**config.mk**
```make
export PLATFORM = sky130hd
export DESIGN_NAME = ucsbece152a_count_ctrl_flat
export DESIGN_NICKNAME = d
export VERILOG_FILES = /design/src/rtl/ucsbece152a_count_ctrl_if.sv /design/src/rtl/ucsbece152a_count_ctrl.sv /design/src/flat_wrapper.sv
export SDC_FILE = /design/constraint.sdc
export NUM_CORES = 1
export LEC_CHECK = 0
export BUFFER_PORTS_ARGS = -buffer_cell sky130_fd_sc_hd__buf_2
export CAP_MARGIN = 20
export CORE_MARGIN = 10
export CORE_UTILIZATION = 45
export DETAILED_ROUTE_END_ITERATION = 7
export RECOVER_POWER = 100
export SYNTH_ARGS = -nofsm -noshare
export SYNTH_HDL_FRONTEND = slang
export SYNTH_SLANG_ARGS = --single-unit
```
**constraint.sdc**
```tcl
create_clock -name clk -period 3.8 [get_ports clk]
set_clock_uncertainty 0.2 [all_clocks]
set_input_delay 0.76 -clock clk [delete_from_list [all_inputs] [get_ports clk]]
set_output_delay 0.76 -clock clk [all_outputs]
set_load 0.05 [all_outputs]
```
**src/rtl/ucsbece152a_count_ctrl_if.sv**
```systemverilog
// Button/switch inputs and counter-control outputs of the count control stage.
interface ucsbece152a_count_ctrl_if;
   logic btn_step_i;
   logic btn_dir_i;
   logic auto_i;
   logic enable_o;
   logic dir_o;
   logic running_o;

   // Drives the raw buttons/switch and observes the counter controls
   modport master (
      output btn_step_i, btn_dir_i, auto_i,
      input  enable_o, dir_o, running_o
   );

   // The control stage itself
   modport slave (
      input  btn_step_i, btn_dir_i, auto_i,
      output enable_o, dir_o, running_o
   );
endinterface

```
**src/rtl/ucsbece152a_count_ctrl.sv**
```systemverilog
// Count control stage: synchronises and debounces the step/direction buttons,
// turns step presses into single-cycle enables, toggles direction on dir
// presses and runs a prescaled auto-count mode with run/pause control.
module ucsbece152a_count_ctrl #(
   parameter int unsigned DEBOUNCE_CYCLES = 500000,
   parameter int unsigned TICK_DIV        = 50000000
) (
   input logic               clk,
   input logic               rst,
   ucsbece152a_count_ctrl_if.slave io
);

   localparam int unsigned DB_W = $clog2(DEBOUNCE_CYCLES);
   localparam int unsigned PS_W = $clog2(TICK_DIV);

   typedef enum logic [1:0] {MANUAL, RUN, PAUSED} state_t;

   // bit 0: step button, bit 1: dir button, bit 2: auto switch
   logic [2:0] raw;
   logic [2:0] sync1_q;
   logic [2:0] sync2_q;
   logic       auto_s;
   logic [1:0] press;

   logic step_press;
   logic dir_press;

   state_t          state_q, state_d;
   logic [PS_W-1:0] pre_q, pre_d;
   logic            pre_wrap;
   logic            enable_q, enable_d;
   logic            dir_q, dir_d;
   logic            run_q, run_d;

   assign raw    = {io.auto_i, io.btn_dir_i, io.btn_step_i};
   assign auto_s = sync2_q[2];

   // Two-flop synchronisers for every raw input
   always_ff @(posedge clk or posedge rst) begin
      if (rst) begin
         sync1_q <= '0;
         sync2_q <= '0;
      end else begin
         sync1_q <= raw;
         sync2_q <= sync1_q;
      end
   end

   for (genvar g = 0; g < 2; g++) begin : g_db
      logic [DB_W-1:0] cnt_q;
      logic            db_q;
      logic            db_dly_q;

      // Accept a new level only after DEBOUNCE_CYCLES stable samples; register for edge detect
      always_ff @(posedge clk or posedge rst) begin
         if (rst) begin
            cnt_q    <= '0;
            db_q     <= 1'b0;
            db_dly_q <= 1'b0;
         end else begin
            db_dly_q <= db_q;
            if (sync2_q[g] == db_q) begin
               cnt_q <= '0;
            end else if (32'(cnt_q) == DEBOUNCE_CYCLES - 1) begin
               db_q  <= sync2_q[g];
               cnt_q <= '0;
            end else begin
               cnt_q <= cnt_q + DB_W'(1);
            end
         end
      end

      assign press[g] = db_q & ~db_dly_q;
   end

   assign step_press = press[0];
   assign dir_press  = press[1];
   assign pre_wrap   = (32'(pre_q) == TICK_DIV - 1);

   // Mode FSM and registered outputs
   always_ff @(posedge clk or posedge rst) begin
      if (rst) begin
         state_q  <= MANUAL;
         pre_q    <= '0;
         enable_q <= 1'b0;
         dir_q    <= 1'b0;
         run_q    <= 1'b0;
      end else begin
         state_q  <= state_d;
         pre_q    <= pre_d;
         enable_q <= enable_d;
         dir_q    <= dir_d;
         run_q    <= run_d;
      end
   end

   // Next state, prescaler and output decode
   always_comb begin
      state_d  = state_q;
      pre_d    = pre_q;
      enable_d = 1'b0;
      dir_d    = dir_q ^ dir_press;
      case (state_q)
         MANUAL: begin
            pre_d    = '0;
            enable_d = step_press;
            if (auto_s) begin
               state_d = RUN;
            end
         end
         RUN: begin
            if (!auto_s) begin
               state_d = MANUAL;
               pre_d   = '0;
            end else begin
               // The prescaler keeps counting on the pausing edge; a press on
               // the wrap edge wraps the count but swallows that tick.
               if (pre_wrap) begin
                  pre_d    = '0;
                  enable_d = ~step_press;
               end else begin
                  pre_d = pre_q + PS_W'(1);
               end
               if (step_press) begin
                  state_d = PAUSED;
               end
            end
         end
         PAUSED: begin
            if (!auto_s) begin
               state_d = MANUAL;
               pre_d   = '0;
            end else if (step_press) begin
               state_d = RUN;
            end
         end
         default: begin
            state_d = MANUAL;
            pre_d   = '0;
         end
      endcase
      run_d = (state_d == RUN);
   end

   assign io.enable_o  = enable_q;
   assign io.dir_o     = dir_q;
   assign io.running_o = run_q;

endmodule

```
**src/flat_wrapper.sv**
```systemverilog
// flat-port wrapper written by rule: the top's interface ports become plain ports
module ucsbece152a_count_ctrl_flat 
#(
   parameter int unsigned DEBOUNCE_CYCLES = 500000,
   parameter int unsigned TICK_DIV        = 50000000
)
  (clk, rst, io_btn_step_i, io_btn_dir_i, io_auto_i, io_enable_o, io_dir_o, io_running_o);
  ucsbece152a_count_ctrl_if io_i ();
  input logic clk;
  input logic rst;
  input wire logic [$bits(io_i.btn_step_i)-1:0] io_btn_step_i;
  input wire logic [$bits(io_i.btn_dir_i)-1:0] io_btn_dir_i;
  input wire logic [$bits(io_i.auto_i)-1:0] io_auto_i;
  output wire logic [$bits(io_i.enable_o)-1:0] io_enable_o;
  output wire logic [$bits(io_i.dir_o)-1:0] io_dir_o;
  output wire logic [$bits(io_i.running_o)-1:0] io_running_o;
  assign io_i.btn_step_i = io_btn_step_i;
  assign io_i.btn_dir_i = io_btn_dir_i;
  assign io_i.auto_i = io_auto_i;
  assign io_enable_o = io_i.enable_o;
  assign io_dir_o = io_i.dir_o;
  assign io_running_o = io_i.running_o;
  ucsbece152a_count_ctrl #(.DEBOUNCE_CYCLES(DEBOUNCE_CYCLES), .TICK_DIV(TICK_DIV)) u_core (.clk(clk), .rst(rst), .io(io_i));
endmodule
```
Word-level counts from Yosys, hierarchy flattened
Index checks and enable logic that the tools add are counted.
Widths: inputs -> output; s select.

word-level totals
  output and inout port bits = 3
  input port bits = 5
  flip-flop bits (word level) = 79
  word-level logic and storage cells = 53

operators by class
  bitwise gates (word level) = 8
  add/subtract/negate cells = 3
  multiplexer cells = 17
  reduce and logical (&&, ||, !) cells = 3
  eq/ne operators = 9

operators by type and width
  cell                   number
  $mux 26                3
  $mux 19                4
  $pmux 26 s2            1
  $add 19x1->19 const B  2
  $eq 19x19->1 const B   2
  $add 26x1->26 const B  1
  $eq 26x26->1 const B   1
  $mux 2                 5
  $pmux 2 s3             1
  $not 1->1              5
  $eq 2x1->1 const B     2
  $reduce_and 2->1       2
  $and 1x1->1            2
  $eq 1x1->1             2
  $eq 2x2->1 const B     1
  $logic_not 2->1        1
  $mux 1                 2
  $ne 2x2->1 const B     1
  $pmux 1 s2             1
  $xor 1x1->1            1

Logic depth before layout (Yosys ltp)
  depth after elaboration = 6
  gate-level depth with buffers = 8

Worst setup path before layout
No wires, ideal clock.

  kind = register to register
  from = reg u_core.pre_q[12]
  to = reg u_core.pre_q[12]
  path buffers = 1
  arrival = 1.561 ns
  cell stages (with the launch flop) = 7
  slack = 1.920 ns
  path through = dfrtp_1 nand4_2 or3_4 o31a_1 nor2_4 buf_6 nor2_1

on the way
  cells in the longest elaborated chain, start to end = 4

ends and longest elaborated chain
  element                                        line                                                         source
  start, declared                                ucsbece152a_count_ctrl.sv:29                                 logic [PS_W-1:0] pre_q, pre_d;
  start signal, assigned                         ucsbece152a_count_ctrl.sv:90                                 pre_q <= pre_d;
  $add 26x1->26 or $eq 26x26->1 (tied branches)  ucsbece152a_count_ctrl.sv:122, ucsbece152a_count_ctrl.sv:78
  $mux 26 *                                      ucsbece152a_count_ctrl.sv:118                                if (pre_wrap) begin
  $mux 26 *                                      ucsbece152a_count_ctrl.sv:112                                if (!auto_s) begin
  $pmux 26 s2 *                                  ucsbece152a_count_ctrl.sv:103                                case (state_q)

Every way passes the cells marked *; elsewhere a longest branch is shown, timed or not.
A chain may end at the register's enable or synchronous reset.

==> results.yml <==
detailed_routing:
  average_via_count_per_standard_cell: 5.21
  routed_wl_um: 6720
  length_of_routed_wiring_on_met1_um: 3320
  drt_pass1_iterations: 4
  ant_nets: 0
  met2_length_um: 3120
  via_count: 2543
  final_routed_drc_violation_total: 0
  wl_per_cell_um: 13.8
  drtIter0Drc: 101
  met3WireLength_um: 176
  topmost_layer_with_routed_signal_wires: "met4"
grt:
  grt_pass1_wl_um: 11900
  first_global_vias: 2541
  pin_count_of_the_biggest_net_entering_global_routing: 37
  grt_antenna_before_repair: 0
  overflow: 0
  grt.total_usage_pct: 11.4
critical_path:
  critPathLaunchType: "input port"
  worstSetupEndpointType: "asynchronous set/reset pin"
  cp_data_arrival_time_ns: 2.66
  path_max_fanout: 36
  critical_path_required_ns: 3.90
  criticalPathCategory: "in2async"
placed_design:
  number_of_placed_cells_counting_well_taps: 473
  pre_cts_slack_ns: 1.56
  port_buffers: 7
  hpwlAfterDp_um: 4540
  placement_cell_area_um2: 3840
  gp_congestion: 0.782
floorplan:
  area_enclosed_by_the_die_boundary_um2: 12300
  initial_core_util_pct: 45.7
  design.core.area_um2: 8130
  std_cell_rows: 33
  die_y_um: 111
  pin_count: 8
  width_of_the_die_um: 111
power_and_ir_drop:
  irDropWorstVdd_mv: 0.225
  power.sequential.fraction_pct: 54.5
  switching_power_uw: 343
  p_per_area_nw_per_um2: 390
  internal_power_consumption_mw: 1.24
  power_frac_clock_pct: 42.4
  power_leakage_nw: 1.71
  power.share.switching_pct: 21.7
  p_total_mw: 1.58
  share_comb_of_total_power_pct: 3.2
clocking:
  h_tree_depth: 3
  cts_sinks: 79
  cts_resized: 0
  worst_setup_hold_path_clk_slew_ns: 0.07
  worst_skew_pair.late_latency_ns: 0.35
  cts_hold_repair.buffers: 0
  cts_made_buffers: 9
  cts_root_buf: "sky130_fd_sc_hd__clkbuf_8"
  clock_tree_from_tritoncts: "done"
  post-cts-setup-buffer-count: 0
  max-clock-path-buffers: 2
yosys:
  netlist-cell-type-count: 39
  synth_top_cell_by_area: "sky130_fd_sc_hd__dfrtp_1"
  syn-instance-count: 367
  syn_area_um2: 3710
  syn_nets: 375
  synth_top_area_share_pct: 53.2
  avgSynthCellArea_um2: 10.1
  synth_seq_area_share_pct: 53.2
  ys_seq_elements: 79
  post_synth_main_area_contributors: "sky130_fd_sc_hd__dfrtp_1, sky130_fd_sc_hd__xor2_1, sky130_fd_sc_hd__nor2_1, sky130_fd_sc_hd__xnor2_1, sky130_fd_sc_hd__nand3_1"
  yosysWarningCount: 0
sta:
  fin_crit_sh_pct: 67.4
  timing.final.ws_setup_ns: 1.24
  setup_total_negative_slack_ns: 0
  final_max_slew_viol_count: 37
  maximum_clock_frequency_mhz: 390
  min_period_ns: 2.56
  setup_viol: 0
  final_hold_viol_count: 0
  hold_slack_ns: 0.150
  grt_setup_unrepaired: "false"
  worst-slew-pin-transition_ns: 1.53
  slew_headroom_pct: -2.76
final_layout:
  most_common_cell_after_layout_fill_and_taps_aside: "sky130_fd_sc_hd__dfrtp_1"
  antennaDiodeCount: 0
  post-route-cell-area_um2: 4040
  fin_nets: 387
  synthToLayoutAreaGrowth_pct: 8.86
  finish.utilization_pct: 49.7
  layout_common_cells: "sky130_fd_sc_hd__dfrtp_1, sky130_fd_sc_hd__nor2_1, sky130_fd_sc_hd__xor2_1"
  drive_gt1_share_pct: 7.31
  layoutNonFillerInstCount: 488
outcome:
  run_status: "finished, violations left"
  violations: "max-capacitance violations, max-slew violations"
run:
  max_cap_violations: 1
min_path:
  hold_class: "reg2reg"
[cells in the mapped netlist (all sizes together)]
cell / n
a211o: 1
a21boi: 1
a21oi: 1
a22o: 2
and2: 1
and3: 9
and3b: 2
and4: 3
buf: 7
clkbuf: 1
dfrtp: 79
ha: 3
inv: 6
mux2: 3
nand2: 27
nand2b: 3
nand3: 28
nand3b: 4
nand4: 20
nor2: 77
nor2b: 2
nor3: 8
nor3b: 2
nor4: 7
nor4b: 3
nor4bb: 1
o21a: 2
o21ai: 3
o31a: 1
or2: 1
or3: 2
xnor2: 19
xor2: 38
[flip-flops by register name (all words and copies together), names as in the netlist]
signal and count:
u_core.io.dir_o 1, u_core.io.enable_o 1, u_core.g_db.db_dly_q 2, u_core.g_db.db_q 2, u_core.sync1_q 3, u_core.pre_q 26
u_core.state_q 2, u_core.g_db.cnt_q 38, u_core.io.running_o 1, u_core.sync2_q 3
[power groups by stage]
stage | Combinational, mW | Sequential [mW] | Clock (mW)
2_1_floorplan | 0.0389 | 0.876 | 0
3_3_place_gp | 0.0523 | 0.876 | 0
3_5_place_dp | 0.0532 | 0.876 | 0
4_1_cts | 0.0535 | 0.859 | 0.686
5_1_grt | 0.0592 | 0.862 | 0.720
6_report | 0.0500 | 0.860 | 0.668
[logic make-up (layout without fill, tap and decap cells)]
logic type               count (synthesis)  count (layout)  share of synthesized area (%)
adder cells (fa/ha/maj)                  3               3                           1.01
buffers and inverters                   14              30                           1.99
AND/OR/NAND/NOR                        200             200                           27.3
flip-flops                              79              79                           53.2
multiplexers                             3               3                          0.910
AO/OA/AOI/OAI                           11              11                           2.09
XOR/XNOR                                57              57                           13.4
[routing by layer]
metal  global-route usage, %  vias to the layer above
met5                       0                        -
met4                    4.69                        0
met3                    2.71                        9
met2                    18.0                       23
met1                    14.4                     1245
li1                        -                     1266
[worst max-delay path, stage by stage]
cell and delay, ns:
sky130_fd_sc_hd__buf_2 0.10, sky130_fd_sc_hd__clkinvlp_2 0.87, sky130_fd_sc_hd__clkbuf_1 0.90
[final timing paths]
check / start / endpoint / slack, ns / cells after the start
max reg2reg: u_core.g_db[1].cnt_q[8] / u_core.g_db[1].cnt_q[12] / 1.34 / 5
max: rst / u_core.pre_q[24] / 1.24 / 3
min in group asynchronous: rst / u_core.g_db[1].cnt_q[10] / 0.56 / 2
min: u_core.sync1_q[0] / u_core.sync2_q[0] / 0.15 / 0
min reg2reg: u_core.sync1_q[0] / u_core.sync2_q[0] / 0.15 / 0
max in group clk: u_core.g_db[1].cnt_q[8] / u_core.g_db[1].cnt_q[12] / 1.34 / 5
[final cells by class]
type / instances / area (um^2)
Clock buffer: 13 / 179
Clock inverter: 2 / 37.5
Fill cell: 749 / 4090
Inverter: 6 / 23.8
Multi-Input combinational cell: 274 / 1650
Sequential cell: 79 / 1980
Tap cell: 105 / 131
Timing Repair Buffer: 9 / 42.5
Power figures use the tool's default switching activity.
